==> src/rtl/rt_mem_pkg.sv <==
// Shared types and constants for the racetrack/LiM port-B readback engine.
package rt_mem_pkg;

  localparam int unsigned RT_WORD_BYTES  = 4;
  localparam logic [3:0]  BE_ALL         = 4'hF;
  localparam logic [31:0] LIM_FUNCT_NONE = '0;

  typedef enum logic [2:0] {
    ST_IDLE    = 3'd0,
    ST_REQ     = 3'd1,
    ST_WAIT_RV = 3'd2,
    ST_OUT     = 3'd3,
    ST_GAP     = 3'd4
  } rb_state_e;

endpackage

==> src/rtl/rt_readback_timer.sv <==
// Loadable down-counter for the per-word rvalid timeout; the expiry flag is
// high when the count has reached zero.
module rt_readback_timer #(
  parameter int unsigned TIMEOUT_CYCLES = 256
) (
  input  logic i_clk,
  input  logic i_rst,
  input  logic i_load,
  input  logic i_dec,
  output logic o_expired_c
);

  localparam int unsigned CNT_W = (TIMEOUT_CYCLES > 2) ? $clog2(TIMEOUT_CYCLES) : 1;

  logic [CNT_W-1:0] r_count;

  // Load with TIMEOUT_CYCLES-1 so zero is reached on the last allowed wait cycle.
  always_ff @(posedge i_clk) begin
    if (i_rst) begin
      r_count <= '0;
    end else if (i_load) begin
      r_count <= CNT_W'(TIMEOUT_CYCLES - 1);
    end else if (i_dec && (r_count != '0)) begin
      r_count <= r_count - CNT_W'(1);
    end
  end

  assign o_expired_c = (r_count == '0);

endmodule

==> src/rtl/rt_mem_readback.sv <==
// Port-B memory readback engine: walks a word-aligned range, issues one plain
// read per word, waits for rvalid and streams each word out on valid/ready.
// Optional build macro RT_READBACK_CHECKSUM_EN adds checksum_o.
module rt_mem_readback
  import rt_mem_pkg::*;
#(
  parameter int unsigned ADDR_WIDTH     = 22,
  parameter int unsigned DATA_WIDTH     = 32,
  parameter int unsigned FUNCT_WIDTH    = 3,
  parameter int unsigned RANGE_WIDTH    = 5,
  parameter int unsigned TIMEOUT_CYCLES = 256
) (
  input  logic                   clk_i,
  input  logic                   rst_i,
  input  logic                   start_i,
  input  logic [ADDR_WIDTH-1:0]  base_addr_i,
  input  logic [ADDR_WIDTH-3:0]  num_words_i,
  output logic                   busy_o,
  output logic                   done_o,
  output logic                   err_timeout_o,
  output logic                   en_b_o,
  output logic                   we_b_o,
  output logic [3:0]             be_b_o,
  output logic [DATA_WIDTH-1:0]  wdata_b_o,
  output logic [ADDR_WIDTH-1:0]  addr_b_o,
  output logic [FUNCT_WIDTH-1:0] logic_in_memory_funct_o,
  output logic                   we_b_funct_mem_o,
  output logic [RANGE_WIDTH-1:0] addr_b_range_o,
  input  logic [DATA_WIDTH-1:0]  rdata_b_i,
  input  logic                   rvalid_b_i,
  output logic [DATA_WIDTH-1:0]  dout_o,
  output logic [ADDR_WIDTH-1:0]  dout_addr_o,
  output logic                   dout_valid_o,
`ifdef RT_READBACK_CHECKSUM_EN
  output logic [31:0]            checksum_o,
`endif
  input  logic                   dout_ready_i
);

  localparam int unsigned RW = ADDR_WIDTH - 2;

  rb_state_e             r_state, w_state_d;
  logic [ADDR_WIDTH-1:0] r_addr, w_addr_d;
  logic [RW-1:0]         r_remaining, w_remaining_d;
  logic                  r_busy, w_busy_d;
  logic                  r_done, w_done_d;
  logic                  r_err, w_err_d;
  logic                  r_en_b;
  logic [DATA_WIDTH-1:0] r_dout, w_dout_d;
  logic [ADDR_WIDTH-1:0] r_dout_addr, w_dout_addr_d;
  logic                  r_dout_valid;
  logic                  w_timer_load, w_timer_dec, w_expired;
  logic                  w_start_acc, w_accept;

  rt_readback_timer #(
    .TIMEOUT_CYCLES(TIMEOUT_CYCLES)
  ) u_timer (
    .i_clk      (clk_i),
    .i_rst      (rst_i),
    .i_load     (w_timer_load),
    .i_dec      (w_timer_dec),
    .o_expired_c(w_expired)
  );

  // Next-state and next-register values; rvalid takes priority over timeout.
  always_comb begin
    w_state_d     = r_state;
    w_addr_d      = r_addr;
    w_remaining_d = r_remaining;
    w_busy_d      = r_busy;
    w_done_d      = 1'b0;
    w_err_d       = r_err;
    w_dout_d      = r_dout;
    w_dout_addr_d = r_dout_addr;
    w_timer_load  = 1'b0;
    w_timer_dec   = 1'b0;
    w_start_acc   = 1'b0;
    w_accept      = 1'b0;
    unique case (r_state)
      ST_IDLE: begin
        if (start_i && !r_busy) begin
          w_start_acc   = 1'b1;
          w_err_d       = 1'b0;
          w_busy_d      = 1'b1;
          w_addr_d      = base_addr_i & ~ADDR_WIDTH'(RT_WORD_BYTES - 1);
          w_remaining_d = num_words_i;
          if (num_words_i == '0) begin
            w_done_d = 1'b1;
          end else begin
            w_state_d = ST_REQ;
          end
        end else begin
          // Empty-range starts stay busy for exactly one cycle.
          w_busy_d = 1'b0;
        end
      end
      ST_REQ: begin
        w_timer_load = 1'b1;
        w_state_d    = ST_WAIT_RV;
      end
      ST_WAIT_RV: begin
        w_timer_dec = 1'b1;
        if (rvalid_b_i) begin
          w_dout_d      = rdata_b_i;
          w_dout_addr_d = r_addr;
          w_state_d     = ST_OUT;
        end else if (w_expired) begin
          w_err_d   = 1'b1;
          w_busy_d  = 1'b0;
          w_state_d = ST_IDLE;
        end
      end
      ST_OUT: begin
        if (dout_ready_i) begin
          w_accept  = 1'b1;
          w_state_d = ST_GAP;
        end
      end
      ST_GAP: begin
        w_remaining_d = r_remaining - RW'(1);
        if (r_remaining == RW'(1)) begin
          w_done_d  = 1'b1;
          w_busy_d  = 1'b0;
          w_state_d = ST_IDLE;
        end else begin
          w_addr_d  = r_addr + ADDR_WIDTH'(RT_WORD_BYTES);
          w_state_d = ST_REQ;
        end
      end
      default: begin
        w_busy_d  = 1'b0;
        w_state_d = ST_IDLE;
      end
    endcase
  end

  // State and registered outputs; strobes are derived from the next state.
  always_ff @(posedge clk_i) begin
    if (rst_i) begin
      r_state      <= ST_IDLE;
      r_addr       <= '0;
      r_remaining  <= '0;
      r_busy       <= 1'b0;
      r_done       <= 1'b0;
      r_err        <= 1'b0;
      r_en_b       <= 1'b0;
      r_dout       <= '0;
      r_dout_addr  <= '0;
      r_dout_valid <= 1'b0;
    end else begin
      r_state      <= w_state_d;
      r_addr       <= w_addr_d;
      r_remaining  <= w_remaining_d;
      r_busy       <= w_busy_d;
      r_done       <= w_done_d;
      r_err        <= w_err_d;
      r_en_b       <= (w_state_d == ST_REQ);
      r_dout       <= w_dout_d;
      r_dout_addr  <= w_dout_addr_d;
      r_dout_valid <= (w_state_d == ST_OUT);
    end
  end

`ifdef RT_READBACK_CHECKSUM_EN
  logic [31:0] r_checksum;

  // Running sum of words accepted on the stream since the last start.
  always_ff @(posedge clk_i) begin
    if (rst_i || w_start_acc) begin
      r_checksum <= '0;
    end else if (w_accept) begin
      r_checksum <= r_checksum + 32'(r_dout);
    end
  end

  assign checksum_o = r_checksum;
`endif

  assign busy_o                  = r_busy;
  assign done_o                  = r_done;
  assign err_timeout_o           = r_err;
  assign en_b_o                  = r_en_b;
  assign addr_b_o                = r_addr;
  assign dout_o                  = r_dout;
  assign dout_addr_o             = r_dout_addr;
  assign dout_valid_o            = r_dout_valid;
  assign we_b_o                  = 1'b0;
  assign be_b_o                  = BE_ALL;
  assign wdata_b_o               = '0;
  assign logic_in_memory_funct_o = FUNCT_WIDTH'(LIM_FUNCT_NONE);
  assign we_b_funct_mem_o        = 1'b0;
  assign addr_b_range_o          = '0;

endmodule
==> config.mk <==
export PLATFORM = sky130hd
export DESIGN_NAME = rt_mem_readback
export DESIGN_NICKNAME = d
export VERILOG_FILES = /design/src/rtl/rt_mem_pkg.sv /design/src/rtl/rt_readback_timer.sv /design/src/rtl/rt_mem_readback.sv
export SDC_FILE = /design/constraint.sdc
export NUM_CORES = 1
export LEC_CHECK = 0
export ABC_AREA = 1
export CAP_MARGIN = 10
export CORE_MARGIN = 2
export CORE_UTILIZATION = 29
export DETAILED_ROUTE_END_ITERATION = 12
export GPL_TIMING_DRIVEN = 0
export HOLD_SLACK_MARGIN = 0.06
export PLACE_DENSITY = 0.61
export SETUP_SLACK_MARGIN = 0.05
export SYNTH_ARGS = -nofsm -noshare
export SYNTH_HDL_FRONTEND = slang
export SYNTH_SLANG_ARGS = --single-unit
==> constraint.sdc <==
create_clock -name clk_i -period 2.1 [get_ports clk_i]
set_input_delay 0.42 -clock clk_i [delete_from_list [all_inputs] [get_ports clk_i]]
set_output_delay 0.42 -clock clk_i [all_outputs]
set_load 0.005 [all_outputs]
Yosys cells after proc, flatten, opt, wreduce, memory -nomap -nowiden. Index checks and enable logic that the tools add are counted.

$add $sub $neg: 3. Equality and inequality tests: 12. Muxes and demuxes: 29. Bitwise operators: 1. Reduce and logical (&&, ||, !) cells: 16.

Operator list (number): two-way mux 22 bit (2); case mux 22 bit (2 select lines) (1); case mux 20 bit (2 select lines) (1); adder 22 x 3 -> 22 bit, second input constant (1); equality test 20 x 1 -> 1 bit, second input constant (1); logical NOT 20 bit (1); two-way mux 20 bit (1); subtractor 20 x 1 -> 20 bit, second input constant (1); two-way mux 8 bit (2); two-way mux 3 bit (5); case mux 3 bit (5 select lines) (1); two-way mux 1 bit (13); equality test 3 x 2 -> 1 bit, second input constant (3); logical NOT 8 bit (1); != test 2 bit, second input constant (4); AND reduction 4 bit (2); nonzero test 8 bit (1); subtractor 8 x 1 -> 8 bit, second input constant (1); equality test 3 x 1 -> 1 bit, second input constant (2); nonzero test 2 bit (3); case mux 1 bit (2 select lines) (2); case mux 1 bit (4 select lines) (1); AND reduction 2 bit (2); equality test 3 bit, second input constant (1); 7 further kinds (8).

Register bits: 112. Input port bits: 79. Output and inout bits: 127. Word-level logic and storage cells: 72.

Logic depth before layout (Yosys ltp). Gate-level depths: netlist (run 1).

Depth after elaboration: 5. Gate-level depth with buffers: 11. Depth with buffers taken out: 11.

Hierarchy. A second synthesis (run 1) with hierarchy kept.

Cells, all modules: 879. Area, all modules: 5989.5 um^2.

By module, submodules not included: rt_mem_readback (instances 1, cells an instance 795, area each 5444.0 um^2, seq. area each 2001.9 um^2); rt_readback_timer (instances 1, cells an instance 84, area each 545.5 um^2, seq. area each 160.2 um^2).

Worst setup path after synthesis (run 1). No wires, ideal clock.

Path kind: register to register. Start: register r_addr[2], in the netlist addr_b_o[2]. End: register r_addr[16], in the netlist addr_b_o[16]. Library setup time: 117 ps. Arrival time: 1420 ps. Data required time: 1983 ps. Path slack: 563 ps. Stages on the path, launching flop included: 11. Buffers on the path: 0. Period minus slack after synthesis: 1537 ps. Path through: dfxtp_1 ha_1 nand3_1 inv_1 nand2_1 nor2_1 nand3_1 nor2_1 nor2_1 nor2_1 nor2_1.

Longest elaborated chain between the ends: 3.

RTL lines: start, declared (line rt_mem_readback.sv:43) `logic [ADDR_WIDTH-1:0] r_addr, w_addr_d;`; start signal, assigned (line rt_mem_readback.sv:152) `r_addr <= w_addr_d;`; adder 22 x 3 -> 22 bit (line rt_mem_readback.sv:126) `w_addr_d = r_addr + ADDR_WIDTH'(RT_WORD_BYTES);`; two-way mux 22 bit (line rt_mem_readback.sv:121) `if (r_remaining == RW'(1)) begin`; case mux 22 bit (2 select lines) (line rt_mem_readback.sv:79) `unique case (r_state)`.

No other way between the ends. The select of a mux whose other input is x is not followed. A chain may end at the register's enable or synchronous reset.

Final worst setup path (run 1).
Start: register r_addr[13], in the netlist addr_b_o[13]. End: output port addr_b_o[13].

RTL lines: end, declared (line rt_mem_readback.sv:25) `output logic [ADDR_WIDTH-1:0] addr_b_o,`.

No word-level cell between the ends.

==> metrics.cfg, run 1 <==
[outcome]
status = complete, no violations

[worst_setup_path]
criticalPathCategory = reg2out
max_stage_delay_ns = 0.58
cp.required_ns = 1.68
cp_num_buf_inv = 1
slowest_stage = clkdlybuf4s50_1
crit_chain = clkdlybuf4s50_1
r2r_setup_slack_ns = 0.28
crit_fanout = 8
worstPathArrival_ns = 1.51
critical-path-top-delay-family = buffers and inverters
endpoint_kind = output pin
critPathLaunchType = flop

[floorplan]
start_util = 0.295
die_area_um2 = 20900
row_count = 51
ios = 206
die_w_um = 145
core_region_area_um2 = 19400
die_h_um = 145

[detailed_routing]
antenna_left = 0
drt_pass1_iterations = 5
drtIter0Drc = 379
totalWireLength_um = 19100
via_count = 6177
post_drt_wl_per_cell_um = 14.2
routed_via_density = 4.60
drc = 0

[timing]
hold_viol = 0
relSlewSlack = 0.556
fin_crit_sh = 0.919
worst_slew_pin_slew_ns = 0.666
fin_ws_ns = 0.170
finalCriticalPeriod_ns = 1.93
finalSetupViolCount = 0
fmax_mhz = 518
rsz0062_at_grt = false
finalClockSkew_ns = 0.00924
drv_slew = 0

[synthesis]
synthTopCellsByArea = dfxtp_1 38%, nand2_1 14%, nand3_1 7.8%
ys.warnings.count = 0
synthCells = 863
synth_ff_type = dfxtp_1
netlist_area_um2 = 5730
seq_area_frac_synth = 0.377
ys_types = 35
synth_top_area_frac = 0.377
synth-edff-count = 0
synth-seq-cells = 108
post-synth-top-count-cell = nand2_1
synth_top_area_cell = dfxtp_1
syn_avg_cell_area_um2 = 6.64
synthTopCellsByCount = 220 x nand2_1, 108 x dfxtp_1, 107 x nor2_1
synthArstFlopShare = 0

[layout]
syn2layout_area_growth_pct = 41.0
drive_gt1_frac = 0.0918
final_net_count = 1158
utilization = 0.417
num_antenna_cells = 0

[clock_tree]
cts_tree = yes
path_clk_slew_ns = 0.08
postCtsHoldBufs = 0
clkSinkCount = 108
clk_path_buf_depth = 2
cts-buffers-inserted = 9
h-tree-depth = 3
cts_root_buffer = clkbuf_16
clkLatencyLatePin_ns = 0.36

[global_route]
grt_pass1_wl_um = 29200
grt_pass1_vias = 5629
grt.total_usage = 0.180
grt_max_degree = 20
antenna_found_initial = 0
grt_overflow = 0

[placement]
io_buffer_count = 152
dp_slack_ns = -0.126
post-dp-hpwl_um = 14200
gp_congestion = 0.931

[power]
leakagePower_nw = 3.20
finalPower_mw = 7.42
p_per_area_nw_per_um2 = 918
ir_drop_mv = 0.415

[job]
maxCapViolations = 0

[hold_path]
hp-class = reg2reg

[tightest hold or removal path: cells and delay by family (launching register included)]
family	cells	cell delay (ns)
compound gates	1	0.05
simple gates	1	0.06
flops	1	0.31
[cell usage in the layout, fill, tap and decap left out, drive strengths merged]
cell and instances:
a21boi 1, a21oi 89, a22oi 3, a31oi 8, buf 61, bufinv 1, clkbuf 41, clkdlybuf4s50 152
clkinv 1, clkinvlp 1, conb 50, dfxtp 108, ha 5, inv 58, nand2 224, nand3 89
nand3b 2, nand4 8, nor2 108, nor3 7, o211ai 4, o21ai 37, o221ai 1, o22ai 1
o311ai 2, or2 4, xnor2 2, xor2 11
[sequential cells by signal, summed over array words and instances (netlist names), 3 cells and up]
| name | flops |
|---|---|
| addr_b_o | 20 |
| r_state | 3 |
| dout_addr_o | 20 |
| dout_o | 32 |
| r_remaining | 20 |
| u_timer.r_count | 8 |
[layout make-up]
cell class                      instances  area, um^2
Timing Repair Buffer                  152        1520
Inverter                               54         203
Tap cell                              265         332
Clock inverter                          7        81.3
Buffer                                 93         559
Multi-Input combinational cell        656        3000
Fill cell                            2105       11300
Sequential cell                       108        2160
Clock buffer                            9         225
[where the power goes]
| part | internal [mW] | switching [mW] |
|---|---|---|
| clock network | 0.947 | 0.866 |
| registers | 2.39 | 0.375 |
| logic | 1.18 | 1.66 |
| total | 4.52 | 2.90 |
[cell families (layout without fill, tap and decap cells)]
logic type | Yosys count | after routing | share of synthesized area
compound gates | 146 | 146 | 0.136
buf+inv | 147 | 315 | 0.133
other cells | 2 | 50 | 0.00131
flops | 108 | 108 | 0.377
fa+ha+maj | 5 | 5 | 0.0109
xor+xnor | 13 | 13 | 0.0199
simple gates | 442 | 442 | 0.322
[path summary, 6_finish.rpt]
check / from / to / cells past startpoint
max: addr_b_o[13] / addr_b_o[13] / 1
min: dout_o[6] / dout_o[6] / 2
max reg2reg: r_state[0] / r_remaining[16] / 7
min reg2reg: dout_o[6] / dout_o[6] / 2
[stage by stage]
| stage | std cells | hold slack, ns | cell area [um^2] | TNS [ns] |
|---|---|---|---|---|
| finish | 1344 | 0.462 | 8080 | 0 |
| global route | 1344 | 0.477 | 8080 | 0 |
| CTS | 1344 | 0.466 | 8070 | 0 |
| detailed placement | 1328 | 0.451 | 7760 | -2.31 |
| global placement | 1328 | 0.448 | 7760 | -3.83 |
| floorplan | 911 | 0.439 | 5910 | 0 |
[per-layer routing]
metal  share of wire  GRT usage  up-vias
met2            0.45      0.288      217
met5               0          0        -
met3           0.087     0.0573       22
met4           0.016     0.0460        0
met1            0.45      0.234     2804
li1                -          -     3134
[repair_timing]
item | 4_1_cts | 5_1_grt
setup endpoints to repair | 0 | 58
buffers inserted | 0 | 0
gates resized for setup | 0 | 6
No activity file was read; power rests on OpenSTA's default activity.
==> run 2, diff against run 1 <==
--- a/config.mk
+++ b/config.mk
@@ -9,6 +9,7 @@
 export CAP_MARGIN = 10
 export CORE_MARGIN = 2
 export CORE_UTILIZATION = 29
+export CTS_CLUSTER_DIAMETER = 150
 export DETAILED_ROUTE_END_ITERATION = 12
 export GPL_TIMING_DRIVEN = 0
 export HOLD_SLACK_MARGIN = 0.06
==> results of run 2 <==
Final layout, timing and power as in run 1 (identical DEF).
==> run 3, diff against run 2 <==
--- a/config.mk
+++ b/config.mk
@@ -13,7 +13,7 @@
 export DETAILED_ROUTE_END_ITERATION = 12
 export GPL_TIMING_DRIVEN = 0
 export HOLD_SLACK_MARGIN = 0.06
-export PLACE_DENSITY = 0.61
+export PLACE_DENSITY_LB_ADDON = 0.25
 export SETUP_SLACK_MARGIN = 0.05
 export SYNTH_ARGS = -nofsm -noshare
 export SYNTH_HDL_FRONTEND = slang
==> run 3 against run 2 <==
Global-route usage increased by 0.17 points. Die area did not move. Via count fell by 0.87%. Maximum frequency decreased by 0.66%. Core utilization decreased by 0.15 points. Largest power group unchanged. Highest routed layer is now met5. Largest cell class unchanged. Non-clock buffer count stayed put.
==> metrics.cfg, run 3 (synthesis results as in run 1) <==
[outcome]
status = complete, no violations

[clock_tree]
cts-buffers-inserted = 9  ; unchanged
clkLatencyLatePin_ns = 0.36  ; about the same
clk_path_buf_depth = 2  ; unchanged
path_clk_slew_ns = 0.08  ; about the same
cts_tree = yes
post-cts-setup-buffers = 0  ; unchanged
clkSinkCount = 108  ; unchanged
cts_root_buffer = clkbuf_16
h-tree-depth = 3  ; unchanged

[detailed_routing]
post_drt_wl_per_cell_um = 14.3  ; +0.41%
drt_pass1_iterations = 5  ; unchanged
met3_length_um = 1600  ; -3.3%
wl_met1_um = 8720  ; +2.2%
antenna_left = 0  ; unchanged
totalWireLength_um = 19200  ; +0.41%
dr_wl_met2_um = 8460  ; -1.8%
routed_via_density = 4.56  ; -0.87%
routed.top_layer = met5
drc = 0  ; unchanged
drtIter0Drc = 380  ; +0.26%
via_count = 6123  ; -0.87%

[hold_path]
hp-class = reg2reg
hold_end = dout_o[3]
worstHoldPathCells = 2  ; unchanged
min_from = dout_o[3]

[timing]
worst_slew_pin_slew_ns = 0.690  ; +0.0233 ns
fin_crit_sh = 0.925  ; +0.00608
hold_viol = 0  ; unchanged
fmax_mhz = 515  ; -0.66%
finalClockSkew_ns = 0.0114  ; +0.00218 ns
finalSetupViolCount = 0  ; unchanged
finalCriticalPeriod_ns = 1.94  ; +0.0128 ns
relSlewSlack = 0.540  ; -0.0155
drv_slew = 0  ; unchanged
rsz0062_at_grt = false
fin_ws_ns = 0.157  ; -0.0128 ns

[worst_setup_path]
criticalPathCategory = in2reg
r2r_start = addr_b_o[2]
endpoint_kind = flop
crit_fanout = 10  ; +2
r2r_setup_slack_ns = 0.20  ; -0.08 ns
cp.required_ns = 2.31  ; +0.63 ns
worstPathArrival_ns = 2.15  ; +0.64 ns
critical-path-top-delay-family = buffers and inverters
max_stage_delay_ns = 0.60  ; +0.02 ns
r2r_end = addr_b_o[16]
slowest_stage = clkbuf_1
cp_common_cell = clkbuf_1
rr_worst_depth = 10  ; +3
cp_num_buf_inv = 3  ; +2
critPathLaunchType = primary input
crit_chain = clkdlybuf4s50_1, clkbuf_1, clkbuf_1, a21oi_1

[placement]
post-dp-hpwl_um = 14200  ; +0.11%
placed_cell_area_um2 = 7760  ; unchanged
gp_congestion = 0.895  ; -3.9%
io_buffer_count = 152  ; unchanged
dp_slack_ns = -0.228  ; -0.102 ns

[global_route]
grt_pass1_wl_um = 29400  ; +0.80%
grt_max_degree = 20  ; unchanged
grt.total_usage = 0.181  ; +0.00169
grt_pass1_vias = 5634  ; +0.089%
grt_overflow = 0  ; unchanged
antenna_found_initial = 1  ; +1

[layout]
mostFrequentLayoutCell = nand2_1
seq_area_um2 = 2160  ; -0.12%
multi_input_area_um2 = 2990  ; -0.17%
final_cell_mix = 219 x nand2_1, 152 x clkdlybuf4s50_1, 108 x dfxtp_1
num_antenna_cells = 0  ; unchanged
drive_gt1_frac = 0.0880  ; -0.00371
largest_register_ffs = 32  ; unchanged
final_net_count = 1158  ; unchanged
final_area_um2 = 8050  ; -0.37%
syn2layout_area_growth_pct = 40.5
n_fill_cell = 2115  ; +0.48%

[floorplan]
core_region_area_um2 = 19400  ; unchanged
start_util = 0.295  ; unchanged
die_area_um2 = 20900  ; unchanged
ios = 206  ; unchanged
row_count = 51  ; unchanged
die_h_um = 145  ; unchanged
die_w_um = 145  ; unchanged

[job]
maxCapViolations = 0  ; unchanged

[power]
ir_drop_mv = 0.458  ; +10%
leakagePower_nw = 3.19  ; -0.24%
p_per_area_nw_per_um2 = 902  ; -1.7%
finalPower_mw = 7.26  ; -2.1%

==> run 3: cell count changes in the layout (fill, tap and decap cells not counted), sizes merged <==
cell,delta
inv,-2
bufinv,-1
clkinv,+3
==> run 3: report_power, final <==
part | total [mW] | internal [mW] | switching (mW)
Sequential | 2.76 | 2.39 | 0.373
Clock | 1.69 | 0.824 | 0.862
Combinational | 2.82 | 1.18 | 1.64
Total | 7.26 | 4.39 | 2.88
==> run 3: worst max path at each step <==
stage	start	cells past startpoint	endpoint	slack, ns
global route	addr_b_o[2]	11	addr_b_o[16]	0.05
finish	rst_i	4	dout_addr_o[2]	0.16
floorplan	addr_b_o[2]	10	addr_b_o[16]	0.56
CTS	addr_b_o[21]	1	addr_b_o[21]	0.13
detailed placement	rst_i	4	u_timer.r_count[6]	-0.23
global placement	rst_i	4	dout_addr_o[3]	-0.23
==> run 3: tightest hold or removal path, stage by stage, from the launching register on <==
cell     delay, ns
dfxtp_1       0.31
nand2_1       0.06
a21oi_1       0.05
==> run 3: area by class of cell <==
class                      count  share of cell area
buffer                        93              0.0695
clock buffer                   9              0.0280
clock inverter                 7             0.00730
inverter                      54              0.0252
multi-input combinational    656               0.372
sequential                   108               0.268
tap                          265              0.0412
timing repair buffer         152               0.189
==> run 3: stage by stage <==
stage	cells	hold WS [ns]	setup TNS, ns	util
3_3_place_gp	1328	0.447	-6.52	0.400
6_report	1344	0.462	0	0.415
3_5_place_dp	1328	0.454	-5.83	0.400
5_1_grt	1344	0.479	0	0.415
2_1_floorplan	911	0.439	0	-
4_1_cts	1344	0.464	0	0.415
==> run 3: repair_timing <==
action,CTS,global route
hold endpoints to repair,0,0
gates resized for setup,0,2
endpoints found under the setup margin,0,29
hold buffers,0,0
==> run 3: metal layers <==
layer | vias up | global-route usage
li1 | 3135 | -
met2 | 194 | 0.286
met4 | 2 | 0.0588
met1 | 2766 | 0.234
met5 | - | 0
met3 | 26 | 0.0593
